File: src/rtl/load_store_unit_pkg.sv
// Shared definitions for the load/store unit: width codes, memory mask
// encodings, FSM state encoding and the latched request record.
package load_store_unit_pkg;

  // RISC-V load/store width codes (funct3)
  localparam logic [2:0] F3_B  = 3'b000;
  localparam logic [2:0] F3_H  = 3'b001;
  localparam logic [2:0] F3_W  = 3'b010;
  localparam logic [2:0] F3_BU = 3'b100;
  localparam logic [2:0] F3_HU = 3'b101;

  // Memory port access size encodings
  localparam logic [1:0] MASK_B = 2'b00;
  localparam logic [1:0] MASK_H = 2'b01;
  localparam logic [1:0] MASK_W = 2'b10;

  // FSM state encoding
  localparam logic [1:0] ST_IDLE   = 2'd0;
  localparam logic [1:0] ST_ACCESS = 2'd1;
  localparam logic [1:0] ST_RESP   = 2'd2;

  typedef struct packed {
    logic        load;
    logic        store;
    logic [2:0]  funct3;
    logic [31:0] addr;
    logic [31:0] wdata;
  } req_t;

  // A halfword on an odd address or a word off a 4-byte boundary
  function automatic logic is_misaligned(input logic [2:0] f3, input logic [1:0] a);
    return ((f3[1:0] == MASK_H) && a[0]) || ((f3[1:0] == MASK_W) && (a != 2'b00));
  endfunction

  // Width codes that exist; unsigned variants only make sense for loads
  function automatic logic f3_legal(input logic [2:0] f3, input logic store);
    case (f3)
      F3_B, F3_H, F3_W: return 1'b1;
      F3_BU, F3_HU:     return !store;
      default:          return 1'b0;
    endcase
  endfunction

endpackage

File: src/rtl/load_store_unit_extend.sv
// Byte-lane helper: drops a returned byte into its lane of the assembly
// buffer, picks the store byte for the current lane, and sign/zero extends
// the assembled halfword for misaligned loads.
module lsu_extend
  import load_store_unit_pkg::*;
(
  input  logic [2:0]  funct3,
  input  logic [1:0]  byte_idx,
  input  logic [31:0] acc,
  input  logic [7:0]  rbyte,
  input  logic [31:0] wdata,
  output logic [31:0] acc_next,
  output logic [31:0] result,
  output logic [7:0]  wbyte
);

  // Little-endian lane insert/select followed by width-dependent extension
  always_comb begin
    acc_next = acc;
    acc_next[{byte_idx, 3'b000} +: 8] = rbyte;
    wbyte = wdata[{byte_idx, 3'b000} +: 8];
    case (funct3)
      F3_H:    result = {{16{acc_next[15]}}, acc_next[15:0]};
      F3_HU:   result = {16'h0000, acc_next[15:0]};
      default: result = acc_next;
    endcase
  end

endmodule

File: src/rtl/load_store_unit.sv
// Load/store unit: accepts one request at a time, issues either a single
// aligned memory access or a run of byte accesses for misaligned data,
// and answers with a one-cycle response pulse.
module load_store_unit
  import load_store_unit_pkg::*;
#(
  parameter int ALLOW_MISALIGNED = 1,
  parameter int TIMEOUT          = 15
) (
  input  logic        clk,
  input  logic        reset,
  input  logic        req_valid,
  output logic        req_ready,
  input  logic        req_load,
  input  logic        req_store,
  input  logic [2:0]  req_funct3,
  input  logic [31:0] req_addr,
  input  logic [31:0] req_wdata,
  output logic        resp_valid,
  output logic [31:0] resp_rdata,
  output logic        resp_err,
  output logic        mem_valid,
  input  logic        mem_good,
  output logic [31:0] mem_addr,
  output logic [31:0] mem_wdata,
  output logic        mem_read,
  output logic        mem_write,
  output logic [1:0]  mem_mask,
  output logic        mem_sext,
  input  logic [31:0] mem_rdata
);

  // Counter only needs to reach TIMEOUT-1 before the stall is declared dead
  localparam int   TW    = (TIMEOUT < 2) ? 1 : $clog2(TIMEOUT);
  localparam logic ALLOW = (ALLOW_MISALIGNED != 0);

  logic [1:0]    state;
  req_t          req_q;
  logic          split_q;
  logic [1:0]    byte_idx;
  logic [TW-1:0] tmo_cnt;
  logic [31:0]   acc_q;
  logic [31:0]   rdata_q;
  logic          err_q;

  logic          is_split;
  logic          illegal;
  logic [1:0]    last_idx;
  logic          last;
  logic [31:0]   acc_next;
  logic [31:0]   ext_result;
  logic [7:0]    wbyte;

  assign is_split = is_misaligned(req_funct3, req_addr[1:0]);
  assign illegal  = (req_load == req_store) || !f3_legal(req_funct3, req_store) ||
                    (is_split && !ALLOW);
  assign last_idx = (req_q.funct3[1:0] == MASK_W) ? 2'd3 : 2'd1;
  assign last     = (byte_idx == last_idx);

  lsu_extend u_extend (
    .funct3   (req_q.funct3),
    .byte_idx (byte_idx),
    .acc      (acc_q),
    .rbyte    (mem_rdata[7:0]),
    .wdata    (req_q.wdata),
    .acc_next (acc_next),
    .result   (ext_result),
    .wbyte    (wbyte)
  );

  // Outputs decode straight from registered state, so they cannot move during a stall
  assign req_ready  = (state == ST_IDLE);
  assign mem_valid  = (state == ST_ACCESS);
  assign mem_read   = mem_valid && req_q.load;
  assign mem_write  = mem_valid && req_q.store;
  assign mem_addr   = mem_valid ? (req_q.addr + {30'b0, byte_idx}) : 32'h0;
  assign mem_wdata  = !mem_valid ? 32'h0 : (split_q ? {24'h0, wbyte} : req_q.wdata);
  assign mem_mask   = (mem_valid && !split_q) ? req_q.funct3[1:0] : MASK_B;
  assign mem_sext   = mem_valid && !split_q && !req_q.funct3[2];
  assign resp_valid = (state == ST_RESP);
  assign resp_err   = resp_valid && err_q;
  assign resp_rdata = resp_valid ? rdata_q : 32'h0;

  // Request FSM: latch on accept, step through accesses, watch for stalls, respond
  always_ff @(posedge clk) begin
    if (reset) begin
      state    <= ST_IDLE;
      req_q    <= '0;
      split_q  <= 1'b0;
      byte_idx <= 2'd0;
      tmo_cnt  <= '0;
      acc_q    <= 32'h0;
      rdata_q  <= 32'h0;
      err_q    <= 1'b0;
    end else begin
      case (state)
        ST_IDLE: begin
          if (req_valid) begin
            req_q    <= '{load: req_load, store: req_store, funct3: req_funct3,
                          addr: req_addr, wdata: req_wdata};
            split_q  <= is_split;
            byte_idx <= 2'd0;
            tmo_cnt  <= '0;
            acc_q    <= 32'h0;
            rdata_q  <= 32'h0;
            err_q    <= illegal;
            state    <= illegal ? ST_RESP : ST_ACCESS;
          end
        end
        ST_ACCESS: begin
          if (mem_good) begin
            tmo_cnt <= '0;
            if (req_q.load) begin
              if (!split_q) begin
                rdata_q <= mem_rdata;
              end else begin
                acc_q <= acc_next;
                if (last) rdata_q <= ext_result;
              end
            end
            if (!split_q || last) state <= ST_RESP;
            else                  byte_idx <= byte_idx + 2'd1;
          end else if (tmo_cnt == TW'(TIMEOUT - 1)) begin
            err_q <= 1'b1;
            state <= ST_RESP;
          end else begin
            tmo_cnt <= tmo_cnt + 1'b1;
          end
        end
        ST_RESP: state <= ST_IDLE;
        default: state <= ST_IDLE;
      endcase
    end
  end

endmodule
File: config.mk
export PLATFORM = sky130hd
export DESIGN_NAME = load_store_unit
export DESIGN_NICKNAME = d
export VERILOG_FILES = /design/src/rtl/load_store_unit_pkg.sv /design/src/rtl/load_store_unit_extend.sv /design/src/rtl/load_store_unit.sv
export SDC_FILE = /design/constraint.sdc
export NUM_CORES = 1
export LEC_CHECK = 0
export CAP_MARGIN = 5
export CORE_ASPECT_RATIO = 0.7
export CORE_MARGIN = 2
export CORE_UTILIZATION = 35
export CTS_CLUSTER_SIZE = 10
export DETAILED_ROUTE_END_ITERATION = 10
export GPL_TIMING_DRIVEN = 0
export HOLD_SLACK_MARGIN = 0.15
export MAX_ROUTING_LAYER = met4
export PLACE_DENSITY = 0.59
export SLEW_MARGIN = 20
export SYNTH_ARGS = -nofsm -noshare
export SYNTH_HDL_FRONTEND = slang
export SYNTH_SLANG_ARGS = --single-unit
File: constraint.sdc
create_clock -name clk -period 3.8 [get_ports clk]
set_input_delay 0.95 -clock clk [delete_from_list [all_inputs] [get_ports clk]]
set_output_delay 0.95 -clock clk [all_outputs]
set_load 0.01 [all_outputs]
==> results_dict.tcl, run 1 <==
set metrics [dict create \
    grt_pass1_wl_um 42000 \
    setup_viol 0 \
    grt_use_total 0.250 \
    fin_util 0.512 \
    synth_ff_type "dfxtp_1" \
    synth-xor-area-share 0.0353 \
    clock_skew_ps 11.4 \
    core_area_um2 20800 \
    switchingPower_mw 1.09 \
    syn-num-nets 1067 \
    final.min_clock_period_ps 3690 \
    ys_seq_area_frac 0.385 \
    p_comb_frac 0.142 \
    required_ps 2850 \
    fin_area_um2 10600 \
    cts_max_level 4 \
    cap_viol_max_count 0 \
    synth_top_family_by_area "simple AND/OR/NAND/NOR gates" \
    finalSetupTns_ps 0 \
    placementRows 44 \
    io_buffer_count 208 \
    dp.cells 1436 \
    syn_to_final_growth_pct 43.1 \
    ant_nets 0 \
    die_h_um 126 \
    insertion_delay_ps 430 \
    post-route-period-util 0.972 \
    max-slew-margin-rel 0.443 \
    synth_top_area_frac 0.385 \
    p_total_mw 4.00 \
    numCtsBuffers 17 \
    synth_edf_count 0 \
    arrival_ps 2740 \
    cts_buffer_depth 2 \
    hold_class "register to register" \
    grt_pass1_vias 7258 \
    synth_most_common_cell "nand2_1" \
    path_class "register to output pin" \
    place_congestion 0.886 \
    dieWidth_um 178 \
    wirelength_um 27300 \
    avgViaCountPerCell 5.35 \
    synthSimpleGateAreaFrac 0.287 \
    drt_iter0_drc 738 \
    start_util 0.358 \
    synth.largest_area_cell "dfxtp_1" \
    startpoint_type "register" \
    clock_power_share 0.447 \
    clkSlewWorstSetupHoldPaths_ps 70 \
    nNetsFinal 1295 \
    internal-power_mw 2.92 \
    switching_share 0.271 \
    grt_overflow_total 0 \
    syn_inst 952 \
    p_leak_nw 3.93 \
    cts_root_buffer "clkbuf_16" \
    crit_fanout 5 \
    ys_async_sr_fraction 0 \
    synthMuxAreaShare 0.0363 \
    tightest_slew_ps 835 \
    yosys.area_share.adder 0.0178 \
    hold_violations 0 \
    vdd_drop_max_v 0.000320 \
    power_density_nw_per_um2 376 \
    final.setup.worst_slack_ps 107 \
    grt_max_degree 20 \
    status "finished clean" \
    pre_cts_ws_ps -99.3 \
    whs_ps 454 \
    placed_area_um2 9870 \
    rsz0062_at_grt "no" \
    drv_slew 0 \
    synth_area_um2 7440 \
    power_frac_seq 0.411 \
    post_drt_wl_per_cell_um 18.6 \
    n_antenna_cell 0 \
    layout.cells.non_filler 1469 \
    fmax_ghz 0.271 \
    synth_common_cells "nand2_1, dfxtp_1, nor2_1, a21oi_1, clkbuf_1" \
    synth.distinct_cells 62 \
    cts.sinks 143 \
    cp-end-kind "output pin" \
    synth_compound_area_frac 0.197 \
    synthTopCellsByArea "dfxtp_1, nand2_1, a21oi_1" \
    ys_warn_count 0 \
    die_area_um2 22500 \
    avgSynthCellArea_um2 7.81 \
    cts_hold_buf 0 \
    drive_gt1_frac 0.0763 \
    ys_ff_latch 143 \
    dp_hpwl_um 20500 \
    drc_errors 0 \
    cts_tree "done" \
    ios 210 \
    first_pass_iters 9 \
    antenna_found_initial 0 \
    vias 7859 \
]
cells by family (layout without fill, tap and decap cells):
group,after synthesis,after routing
buffers and inverters,78,319
muxes,17,17
xor gates and xnor gates,30,30
and+or+nand+nor,442,442
DFF,143,143
AOI/OAI and AO/OA,232,232
adders and majority gates,10,10
cell usage in the layout (no fill, tap or decap), drive strengths merged, types with 19 or more instances in the layout:
cell type,count
and2,37
nor2,126
a21oi,110
o21ai,20
clkbuf,74
xnor2,19
nand2,167
a22oi,35
dfxtp,143
and3,31
clkdlybuf4s50,199
routing by layer:
| layer | part of all wire | track usage | vias to the layer above |
|---|---|---|---|
| met4 | 0.016 | 0.0679 | 0 |
| li1 | - | - | 3794 |
| met3 | 0.078 | 0.0556 | 29 |
| met5 | 0 | - | - |
| met2 | 0.41 | 0.330 | 304 |
| met1 | 0.50 | 0.377 | 3732 |
power by group through the flow:
stage | Sequential [mW] | Combinational [mW] | Clock (mW)
2_1_floorplan | 1.65 | 0.294 | 0
3_3_place_gp | 1.67 | 0.560 | 0
3_5_place_dp | 1.67 | 0.563 | 0
4_1_cts | 1.64 | 0.566 | 1.80
5_1_grt | 1.66 | 0.624 | 1.86
6_report | 1.65 | 0.567 | 1.79
path summary, 6_finish.rpt:
| path | depth (start not counted) | slack [ps] | endpoint | startpoint |
|---|---|---|---|---|
| min reg2reg | 2 | 450 | rdata_q[8]$_SDFFE_PP0P_ | rdata_q[8]$_SDFFE_PP0P_ |
| max reg2reg | 9 | 440 | rdata_q[17]$_SDFFE_PP0P_ | byte_idx[1]$_SDFFE_PP0P_ |
| max | 7 | 110 | mem_addr[25] | req_q[43]$_SDFFE_PP0P_ |
| min | 2 | 450 | rdata_q[8]$_SDFFE_PP0P_ | rdata_q[8]$_SDFFE_PP0P_ |
timing repair:
action                     4_1_cts  5_1_grt
setup buffers                    1        3
setup endpoints to repair       78       69
pin swaps                        0        2
gates resized for setup         26       24
sequential cells by signal, summed over array words and instances, names as in the netlist:
name / cells
err_q: 1
tmo_cnt: 4
acc_q: 32
split_q: 1
req_q: 69
rdata_q: 32
byte_idx: 2
state: 2
worst max-delay path: stages, from the launching register on:
cell             delay (ps)
dfxtp_2                 370
and4_4                  260
or4b_4                  490
buf_4                   160
nor4b_2                 310
xnor2_1                 100
nor2_1                   80
clkdlybuf4s50_1         540
cell type report:
type                    count  area [um^2]
repair buffers            212         2120
multi-input cells         731         4370
fillers                  2005        10200
clock inverters            14          189
flip-flops and latches    143         2880
clock buffers              18          429
inverters                  14         52.6
plain buffers              61          255
well taps                 276          345
(Power assumes the default switching activity.)
==> run 2: changes to the inputs <==
Settings changed: CORE_MARGIN 2 to 4, SKIP_LAST_GASP set to 1.
==> run 2 against run 1 <==
Global-route usage is 1.8 points lower. Register-to-register slack worse by 50 ps. Clock skew is 1.1 ps lower. Hold slack worse by 4.3 ps. Flip-flop and latch count stayed put. Critical endpoint is now mem_addr[18]. Largest cell class unchanged. Largest power group is now sequential cells. Highest routed layer unchanged.
==> results_dict.tcl, run 2 (synthesis results as in run 1) <==
set metrics [dict create \
    status "finished clean" \
    rsz0062_at_grt "yes" \
    start_util 0.358 \
    grt_max_degree 20 \
    vias 7859 \
    n_fill_cell 2025 \
    core_area_um2 20800 \
    finalSetupTns_ps 0 \
    grt_pass1_vias 7231 \
    cts_buffer_depth 2 \
    hold_class "register to register" \
    n_antenna_cell 0 \
    power_density_nw_per_um2 365 \
    avgViaCountPerCell 5.37 \
    p_leak_nw 3.85 \
    vdd_drop_max_v 0.000324 \
    r2r-end "rdata_q[17]$_SDFFE_PP0P_" \
    drc_errors 0 \
    cts.sinks 143 \
    post_drt_wl_per_cell_um 18.8 \
    ant_nets 0 \
    wirelength_um 27500 \
    top_regs "req_q x69, acc_q x32, rdata_q x32" \
    multi_input_area_um2 4380 \
    first_pass_iters 5 \
    required_ps 2850 \
    placementRows 44 \
    post_cts_buffers 0 \
    largest_register_ffs 69 \
    final_cell_mix "clkdlybuf4s50_1, nand2_1, dfxtp_1, nor2_1, a21oi_1" \
    drv_slew 0 \
    dieWidth_um 182 \
    cp-end-kind "output pin" \
    insertion_delay_ps 420 \
    clkSlewWorstSetupHoldPaths_ps 60 \
    fin_area_um2 10600 \
    arrival_ps 2800 \
    setup.worst_path.end "mem_addr[18]" \
    die_h_um 130 \
    cts_root_buffer "clkbuf_16" \
    grt_use_total 0.233 \
    ff2ff_setup_slack_ps 390 \
    nNetsFinal 1291 \
    drive_gt1_frac 0.0707 \
    syn_to_final_growth_pct 42.0 \
    place_congestion 0.906 \
    crit_fanout 10 \
    top_register "req_q" \
    clock_skew_ps 10.4 \
    io_buffer_count 208 \
    drt_iter0_drc 726 \
    hold_violations 0 \
    ios 210 \
    die_area_um2 23700 \
    dp_hpwl_um 20900 \
    rr_worst_depth 9 \
    final_common_cell "clkdlybuf4s50_1" \
    cts_tree "done" \
    cts_max_level 4 \
    startpoint_type "register" \
    setup_viol 0 \
    numCtsBuffers 17 \
    grt_overflow_total 0 \
    critPathLaunch "req_q[38]$_SDFFE_PP0P_" \
    regArea_um2 2880 \
    fmax_ghz 0.267 \
    cts_hold_buf 0 \
    placed_area_um2 9870 \
    final.min_clock_period_ps 3750 \
    fin_util 0.508 \
    max-slew-margin-rel 0.425 \
    post-route-period-util 0.986 \
    timing.rr.start "byte_idx[1]$_SDFFE_PP0P_" \
    cap_viol_max_count 0 \
    p_total_mw 3.86 \
    grt_pass1_wl_um 41800 \
    antenna_found_initial 0 \
    tightest_slew_ps 859 \
    path_class "register to output pin" \
]
==> run 2: changes by cell type in the layout (fill, tap and decap cells not counted), moves of 2 or more <==
cell / previous run / this run
dlymetal6s2s_1: 6 / 4
bufinv_16: 4 / 2
clkinvlp_4: 3 / 5
buf_4: 5 / 1
inv_6: 2 / 0
==> run 2: metrics by stage <==
step / instances / setup WS, ps / hold WS (ps)
2_1_floorplan: 952 / 905 / 424
3_3_place_gp: 1436 / -82.9 / 438
3_5_place_dp: 1436 / -81.3 / 443
4_1_cts: 1465 / -93.0 / 450
5_1_grt: 1464 / -78.2 / 480
6_report: 1464 / 52.1 / 449
==> run 2: worst max-delay path, cell delays in order (launching register included) <==
cell             delay (ps)
dfxtp_2                 380
nand4_4                 170
or4b_4                  620
buf_6                   190
nor3_1                  270
xnor2_1                 110
nor2_1                   90
clkdlybuf4s50_1         540
==> run 2: area by class of cell <==
cell class | count | area share
repair buffers | 208 | 0.198
multi-input cells | 731 | 0.415
flip-flops and latches | 143 | 0.273
clock buffers | 20 | 0.0423
inverters | 14 | 0.00497
well taps | 276 | 0.0327
clock inverters | 11 | 0.0111
plain buffers | 61 | 0.0240
==> run 2: worst min path at each step <==
| stage | cells past startpoint | endpoint | start | slack (ps) |
|---|---|---|---|---|
| finish | 2 | rdata_q[8]$_SDFFE_PP0P_ | rdata_q[8]$_SDFFE_PP0P_ | 450 |
| global placement | 2 | rdata_q[13]$_SDFFE_PP0P_ | rdata_q[13]$_SDFFE_PP0P_ | 440 |
| global route | 1 | rdata_q[6]$_SDFFE_PP0P_ | rdata_q[6]$_SDFFE_PP0P_ | 480 |
| detailed placement | 2 | rdata_q[8]$_SDFFE_PP0P_ | rdata_q[8]$_SDFFE_PP0P_ | 440 |
| CTS | 2 | rdata_q[8]$_SDFFE_PP0P_ | rdata_q[8]$_SDFFE_PP0P_ | 450 |
| floorplan | 1 | rdata_q[0]$_SDFFE_PP0P_ | rdata_q[0]$_SDFFE_PP0P_ | 420 |
==> run 2: repair_timing <==
item / CTS / global route
resized for setup: 24 / 27
pin swaps: 0 / 3
hold endpoints to repair: 0 / 0
endpoints found under the setup margin: 79 / 78
==> run 2: power by group <==
| part | switching [mW] | total [mW] | internal [mW] |
|---|---|---|---|
| Clock | 0.667 | 1.64 | 0.975 |
| Combinational | 0.321 | 0.566 | 0.246 |
| Sequential | 0.0727 | 1.65 | 1.57 |
==> run 2: routing by layer <==
metal	track usage	wire (um)
met5	-	0
met4	0.0560	362
met3	0.0716	2360
met2	0.314	11300
met1	0.336	13600
